--- src/rtl/calc_pkg.sv ---
// Shared definitions for the calculator sequencer: opcode map, FSM states
// and opcode classification helpers.
package calc_pkg;

   typedef logic [4:0] opcode_t;

   // Codes 00000-01111 belong to the ALU; memory codes are handled locally.
   typedef enum logic [4:0] {
      OP_ADD     = 5'b00000,
      OP_SUB     = 5'b00001,
      OP_MUL     = 5'b00010,
      OP_DIV     = 5'b00011,
      OP_POW     = 5'b00100,
      OP_SQRT    = 5'b00101,
      OP_NEG     = 5'b00110,
      OP_ABS     = 5'b00111,
      OP_AND     = 5'b01000,
      OP_OR      = 5'b01001,
      OP_XOR     = 5'b01010,
      OP_MOD     = 5'b01011,
      OP_SHL     = 5'b01100,
      OP_SHR     = 5'b01101,
      OP_E       = 5'b01110,
      OP_PI      = 5'b01111,
      OP_MADD    = 5'b10001,
      OP_MSUB    = 5'b10010,
      OP_MRECALL = 5'b10100,
      OP_MCLEAR  = 5'b11000
   } calc_op_t;

   typedef enum logic [1:0] {
      IDLE,
      EXEC,
      RESP
   } calc_state_t;

   function automatic logic is_alu_op(input opcode_t op);
      return ~op[4];
   endfunction

   // Divide and modulo by zero are screened before reaching the ALU.
   function automatic logic is_zero_div(input opcode_t op, input logic b_is_zero);
      return ((op == OP_DIV) || (op == OP_MOD)) && b_is_zero;
   endfunction

endpackage

--- src/rtl/calc_sequencer_if.sv ---
// Request/response handshake bundle between the requester and calc_sequencer.
interface calc_sequencer_if #(
   parameter int unsigned OPCODE_LENGTH = 5,
   parameter int unsigned NUM_LENGTH    = 9,
   parameter int unsigned RESULT_WIDTH  = 32
);

   logic                           req_valid;
   logic                           req_ready;
   logic [OPCODE_LENGTH-1:0]       req_opcode;
   logic signed [NUM_LENGTH-1:0]   req_a;
   logic signed [NUM_LENGTH-1:0]   req_b;

   logic                           rsp_valid;
   logic                           rsp_ready;
   logic signed [RESULT_WIDTH-1:0] rsp_result;
   logic                           rsp_error;

   modport master (
      output req_valid, req_opcode, req_a, req_b, rsp_ready,
      input  req_ready, rsp_valid, rsp_result, rsp_error
   );

   modport slave (
      input  req_valid, req_opcode, req_a, req_b, rsp_ready,
      output req_ready, rsp_valid, rsp_result, rsp_error
   );

endinterface

--- src/rtl/calc_sequencer.sv ---
// Single-operation request/response controller for the calculator ALU.
// Issues ALU operations, waits ALU_LATENCY cycles, returns the result; owns
// the memory register and rejects divide/modulo-by-zero and unassigned codes.
module calc_sequencer
   import calc_pkg::*;
#(
   parameter int unsigned OPCODE_LENGTH = 5,
   parameter int unsigned NUM_LENGTH    = 9,
   parameter int unsigned RESULT_WIDTH  = 32,
   parameter int unsigned ALU_LATENCY   = 1
) (
   input  logic                           clk,
   input  logic                           rst,
   calc_sequencer_if.slave                bus,
   output logic [OPCODE_LENGTH-1:0]       alu_opcode,
   output logic signed [NUM_LENGTH-1:0]   alu_a,
   output logic signed [NUM_LENGTH-1:0]   alu_b,
   input  logic signed [RESULT_WIDTH-1:0] alu_c,
   output logic signed [RESULT_WIDTH-1:0] mem_value
);

   localparam int unsigned    CNT_W    = $clog2(ALU_LATENCY) + 1;
   localparam logic [CNT_W-1:0] CNT_LOAD = CNT_W'(ALU_LATENCY - 1);

   calc_state_t                    state;
   logic [CNT_W-1:0]               cnt;
   logic signed [RESULT_WIDTH-1:0] mem;
   logic signed [RESULT_WIDTH-1:0] a_ext;
   logic signed [RESULT_WIDTH-1:0] mem_add;
   logic signed [RESULT_WIDTH-1:0] mem_sub;

   assign bus.req_ready = (state == IDLE);
   assign mem_value     = mem;

   // Sign-extended operand A and the wrapping memory update candidates.
   always_comb begin
      a_ext   = {{(RESULT_WIDTH-NUM_LENGTH){bus.req_a[NUM_LENGTH-1]}}, bus.req_a};
      mem_add = mem + a_ext;
      mem_sub = mem - a_ext;
   end

   // Control FSM with registered ALU drive, response and memory register.
   always_ff @(posedge clk or posedge rst) begin
      if (rst) begin
         state          <= IDLE;
         cnt            <= '0;
         mem            <= '0;
         alu_opcode     <= '0;
         alu_a          <= '0;
         alu_b          <= '0;
         bus.rsp_valid  <= 1'b0;
         bus.rsp_result <= '0;
         bus.rsp_error  <= 1'b0;
      end else begin
         case (state)
            IDLE: begin
               if (bus.req_valid) begin
                  if (is_alu_op(bus.req_opcode) &&
                      !is_zero_div(bus.req_opcode, bus.req_b == '0)) begin
                     alu_opcode <= bus.req_opcode;
                     alu_a      <= bus.req_a;
                     alu_b      <= bus.req_b;
                     cnt        <= CNT_LOAD;
                     state      <= EXEC;
                  end else begin
                     bus.rsp_valid <= 1'b1;
                     bus.rsp_error <= 1'b0;
                     state         <= RESP;
                     // Zero-divide screening falls through to the reject path.
                     case (bus.req_opcode)
                        OP_MADD: begin
                           mem            <= mem_add;
                           bus.rsp_result <= mem_add;
                        end
                        OP_MSUB: begin
                           mem            <= mem_sub;
                           bus.rsp_result <= mem_sub;
                        end
                        OP_MRECALL: begin
                           bus.rsp_result <= mem;
                        end
                        OP_MCLEAR: begin
                           mem            <= '0;
                           bus.rsp_result <= '0;
                        end
                        default: begin
                           bus.rsp_result <= '0;
                           bus.rsp_error  <= 1'b1;
                        end
                     endcase
                  end
               end
            end
            EXEC: begin
               if (cnt == '0) begin
                  bus.rsp_result <= alu_c;
                  bus.rsp_error  <= 1'b0;
                  bus.rsp_valid  <= 1'b1;
                  state          <= RESP;
               end else begin
                  cnt <= cnt - 1'b1;
               end
            end
            RESP: begin
               if (bus.rsp_ready) begin
                  bus.rsp_valid <= 1'b0;
                  state         <= IDLE;
               end
            end
            default: state <= IDLE;
         endcase
      end
   end

endmodule

--- src/flat_wrapper.sv ---
// flat-port wrapper written by rule: the top's interface ports become plain ports
module calc_sequencer_flat import calc_pkg::*;
#(
   parameter int unsigned OPCODE_LENGTH = 5,
   parameter int unsigned NUM_LENGTH    = 9,
   parameter int unsigned RESULT_WIDTH  = 32,
   parameter int unsigned ALU_LATENCY   = 1
)
  (clk, rst, alu_opcode, alu_a, alu_b, alu_c, mem_value, bus_req_valid, bus_req_opcode, bus_req_a, bus_req_b, bus_rsp_ready, bus_req_ready, bus_rsp_valid, bus_rsp_result, bus_rsp_error);
  calc_sequencer_if #(.OPCODE_LENGTH(OPCODE_LENGTH), .NUM_LENGTH(NUM_LENGTH), .RESULT_WIDTH(RESULT_WIDTH)) bus_i ();
  input  logic clk;
  input  logic rst;
  output logic [OPCODE_LENGTH-1:0] alu_opcode;
  output logic signed [NUM_LENGTH-1:0] alu_a;
  output logic signed [NUM_LENGTH-1:0] alu_b;
  input  logic signed [RESULT_WIDTH-1:0] alu_c;
  output logic signed [RESULT_WIDTH-1:0] mem_value;
  input wire logic [$bits(bus_i.req_valid)-1:0] bus_req_valid;
  input wire logic [$bits(bus_i.req_opcode)-1:0] bus_req_opcode;
  input wire logic [$bits(bus_i.req_a)-1:0] bus_req_a;
  input wire logic [$bits(bus_i.req_b)-1:0] bus_req_b;
  input wire logic [$bits(bus_i.rsp_ready)-1:0] bus_rsp_ready;
  output wire logic [$bits(bus_i.req_ready)-1:0] bus_req_ready;
  output wire logic [$bits(bus_i.rsp_valid)-1:0] bus_rsp_valid;
  output wire logic [$bits(bus_i.rsp_result)-1:0] bus_rsp_result;
  output wire logic [$bits(bus_i.rsp_error)-1:0] bus_rsp_error;
  assign bus_i.req_valid = bus_req_valid;
  assign bus_i.req_opcode = bus_req_opcode;
  assign bus_i.req_a = bus_req_a;
  assign bus_i.req_b = bus_req_b;
  assign bus_i.rsp_ready = bus_rsp_ready;
  assign bus_req_ready = bus_i.req_ready;
  assign bus_rsp_valid = bus_i.rsp_valid;
  assign bus_rsp_result = bus_i.rsp_result;
  assign bus_rsp_error = bus_i.rsp_error;
  calc_sequencer #(.OPCODE_LENGTH(OPCODE_LENGTH), .NUM_LENGTH(NUM_LENGTH), .RESULT_WIDTH(RESULT_WIDTH), .ALU_LATENCY(ALU_LATENCY)) u_core (.clk(clk), .rst(rst), .bus(bus_i), .alu_opcode(alu_opcode), .alu_a(alu_a), .alu_b(alu_b), .alu_c(alu_c), .mem_value(mem_value));
endmodule
--- config.mk ---
export PLATFORM = sky130hd
export DESIGN_NAME = calc_sequencer_flat
export DESIGN_NICKNAME = d
export VERILOG_FILES = /design/src/rtl/calc_pkg.sv /design/src/rtl/calc_sequencer_if.sv /design/src/rtl/calc_sequencer.sv /design/src/flat_wrapper.sv
export SDC_FILE = /design/constraint.sdc
export NUM_CORES = 1
export LEC_CHECK = 0
export CORE_UTILIZATION = 45
export CTS_BUF_LIST = sky130_fd_sc_hd__clkbuf_2
export DETAILED_ROUTE_END_ITERATION = 10
export PLACE_DENSITY = 0.78
export SETUP_SLACK_MARGIN = 0.3
export SYNTH_ARGS = -nofsm -noshare
export SYNTH_HDL_FRONTEND = slang
export SYNTH_SLANG_ARGS = --single-unit
export TNS_END_PERCENT = 10
--- constraint.sdc ---
create_clock -name clk -period 3.9 [get_ports clk]
set_clock_uncertainty 0.15 [all_clocks]
set_input_delay 0.39 -clock clk [delete_from_list [all_inputs] [get_ports clk]]
set_output_delay 0.39 -clock clk [all_outputs]
set_load 0.05 [all_outputs]
==> flow_metrics.tcl <==
set metrics [dict create \
    vias 8109 \
    initial_core_util_pct 46.4 \
    cts_tree "built" \
    slew_headroom_pct 41.6 \
    async_reset_ff_share_pct 100 \
    cts_root_buf "clkbuf_2" \
    wl_per_cell_um 20.4 \
    routed_via_density 6.03 \
    drv_slew 0 \
    ys_seq_area_share_pct 29.4 \
    port_buffers 148 \
    timing.rr.start "u_core.mem_value[0]$_DFFE_PP0P_" \
    core_area_um2 16700 \
    grt_pass1_vias 8188 \
    critPathSlowestCell "dfrtp_1" \
    synth_cells 928 \
    crit_path_max_incr_delay_ns 0.48 \
    clk_pin_slew_ns 0.30 \
    yosysWarnings 0 \
    crit_chain "ha_1 -> fa_1 -> and2b_1 -> o211ai_1 -> a31oi_1 -> buf_4 -> nor3_1 -> o21ai_0 -> nor3_1 -> xnor2_1 -> o21ai_0 -> a221o_1" \
    cts-buffers-inserted 9 \
    max_freq_mhz 291 \
    cp.required_ns 4.31 \
    fin_util_pct 60.8 \
    syn-mean-instance-area_um2 8.36 \
    boundaryPins 149 \
    regToRegSetupSlack_ns 0.47 \
    clkSinkCount 91 \
    dp.cells 1325 \
    die_w_um 133 \
    drc 0 \
    antenna_found_initial 1 \
    fp.dieH_um 133 \
    clock_path_buffers 2 \
    crit_fanout 3 \
    gr-total-overflow 0 \
    worst_setup_path_start_kind "flip-flop" \
    drive_gt1_share_pct 13.3 \
    worstPathArrival_ns 3.85 \
    clkLatencyLatePin_ns 0.66 \
    worstSetupPathType "flip-flop to flip-flop" \
    synth-edff-count 0 \
    finalHoldViolCount 0 \
    hpwl_mm 20.5 \
    syn-cell-area_um2 7760 \
    cp.buffers_inverters 1 \
    final-instance-count-excl-fill 1344 \
    hold_path_class "primary input to asynchronous set/reset pin" \
    fin_crit_sh_pct 88.0 \
    status "completed" \
    fin_setup_tns_ns 0 \
    ir_drop_mv 0.496 \
    worst-r2r-cell-count 12 \
    syn_to_final_growth_pct 31.0 \
    ys_types 73 \
    grt_usage_pct 31.4 \
    wl_mm 27.4 \
    setup_violations 0 \
    ant_nets 0 \
    fin_nets 1241 \
    power.total_w 0.00803 \
    reg2reg_to "u_core.bus.rsp_result[16]$_DFFE_PP0P_" \
    ys.flop_type "dfrtp_1" \
    cts_max_level 3 \
    drv_cap 0 \
    worst_pin_slew_ns 0.876 \
    critical-path-top-delay-family "compound AO/OA/AOI/OAI gates" \
    fill_cells 1549 \
    drt_iter0_drc 763 \
    first_pass_iters 5 \
    period_minus_slack_ns 3.43 \
    gp_congestion 0.986 \
    endpoint_kind "flip-flop" \
    p_leak_nw 4.30 \
    grt_max_degree 70 \
    rows 47 \
    syn_nets 1052 \
    p_per_area_nw_per_um2 791 \
    grt_first_pass_wirelength_mm 43.6 \
    die_area_um2 17800 \
    rsz0062_at_grt "no" \
    ys_seq_elements 91 \
]
[cells in the final DEF (no fill, tap or decap), types with 6 or more instances in the layout]
master | synthesis | layout
a211oi_1 | 11 | 11
a21o_1 | 12 | 12
a21oi_1 | 87 | 87
a221o_1 | 14 | 14
a221oi_1 | 18 | 18
a222oi_1 | 6 | 6
a22oi_1 | 20 | 20
a31oi_1 | 25 | 25
and2_1 | 6 | 6
and3_1 | 7 | 7
buf_4 | 0 | 86
clkbuf_2 | 0 | 9
clkdlybuf4s50_1 | 0 | 148
dfrtp_1 | 91 | 91
ha_1 | 63 | 63
inv_1 | 38 | 37
mux2_2 | 24 | 24
nand2_1 | 68 | 68
nand3_1 | 18 | 18
nor2_1 | 92 | 92
nor2b_1 | 11 | 10
nor3_1 | 19 | 19
nor4_1 | 7 | 7
o211ai_1 | 9 | 9
o21ai_0 | 48 | 48
o21bai_1 | 15 | 14
o221ai_1 | 6 | 6
o31ai_1 | 14 | 13
xnor2_1 | 40 | 40
[sequential cells by signal (all words and copies together), names as in the netlist]
| register | count |
|---|---|
| u_core.bus.rsp_result | 32 |
| u_core.bus.rsp_valid | 1 |
| u_core.alu_a | 9 |
| u_core.state | 2 |
| u_core.alu_opcode | 5 |
| u_core.bus.rsp_error | 1 |
| u_core.alu_b | 9 |
| u_core.mem_value | 32 |
[repair_timing]
| action | 4_1_cts | 5_1_grt |
|---|---|---|
| setup endpoints to repair | 0 | 5 |
| hold buffers | 0 | 0 |
| setup buffers | 0 | 1 |
| gates resized for setup | 0 | 2 |
[where the power goes]
group / internal, W / leakage [nW] / switching (W) / total (W)
logic: 0.00233 / 3.08 / 0.00355 / 0.00588
clock network: 0.000161 / 0.0744 / 0.000406 / 0.000567
registers: 0.00124 / 1.14 / 0.000340 / 0.00158
total: 0.00373 / 4.30 / 0.00430 / 0.00803
[cell families after synthesis]
group | share of synthesized area (%)
muxes | 3.74
and+or+nand+nor | 16.2
DFF | 29.4
AOI/OAI and AO/OA | 29.9
xor gates and xnor gates | 4.86
adders and majority gates | 10.7
buffers and inverters | 5.24
[cell type report]
cell class	count	area, um2	area share (%)
antenna	2	5.00	0.0493
multi-input combinational	734	5120	50.4
sequential	91	2280	22.4
timing repair buffer	237	2190	21.5
tap	220	275	2.71
clock buffer	9	45.0	0.443
clock inverter	7	81.3	0.801
inverter	44	168	1.65
[metrics by stage]
step,worst slack [ns],instance area [um2],hold slack [ns]
after floorplan,0.450,7760,0.347
after detailed placement,0.0571,10000,0.325
final,0.467,10200,0.0642
after CTS,0.491,10100,0.0788
after global placement,0.0965,10000,0.314
after global routing,0.297,10200,0.0980
[synth_stat cells, types with 4 or more instances]
cell      count  area (um2)
o221ai_1      6        52.6
inv_1        38         143
a221oi_1     18         158
nor2b_1      11        68.8
and3_1        7        43.8
o21a_1        5        37.5
a221o_1      14         140
a31oi_1      25         156
o21ai_0      48         240
nand4_1       5        31.3
a22oi_1      20         150
ha_1         63         788
a21o_1       12        90.1
o31ai_1      14         105
a222oi_1      6        60.1
a21oi_1      87         435
or4_1         4        30.0
and4_1        4        35.0
dfrtp_1      91        2280
nor4_1        7        43.8
nand3_1      18        90.1
nor3b_1       4        30.0
nor2_1       92         345
xnor2_1      40         350
a22o_1        5        43.8
nand2_1      68         255
mux2_2       24         270
clkbuf_1     47         176
nand2b_1      5        31.3
o21bai_1     15         113
a211oi_1     11        82.6
buf_2        10        50.1
o211ai_1      9        67.6
and2_1        6        37.5
nor3_1       19        95.1
[worst max path at each step]
stage,from,endpoint,slack [ns],cells after the start
6_report,u_core.mem_value[0]$_DFFE_PP0P_,u_core.bus.rsp_result[16]$_DFFE_PP0P_,0.47,12
3_5_place_dp,bus_req_a[8],u_core.bus.rsp_result[30]$_DFFE_PP0P_,0.06,13
2_1_floorplan,bus_req_a[8],u_core.mem_value[28]$_DFFE_PP0P_,0.45,12
3_3_place_gp,bus_req_a[8],u_core.bus.rsp_result[28]$_DFFE_PP0P_,0.1,13
5_1_grt,u_core.mem_value[0]$_DFFE_PP0P_,u_core.mem_value[24]$_DFFE_PP0P_,0.30,13
4_1_cts,u_core.mem_value[0]$_DFFE_PP0P_,u_core.bus.rsp_result[16]$_DFFE_PP0P_,0.49,12
[metal layers]
layer / vias to the layer above / share of wire [%] / global-route usage [%]
li1: 3828 / - / -
met4: 0 / 3.2 / 13.3
met5: - / 0 / 0
met3: 61 / 5.3 / 4.03
met1: 3901 / 43 / 40.6
met2: 319 / 48 / 52.7
Note: power is estimated with default switching activity, not from simulation.
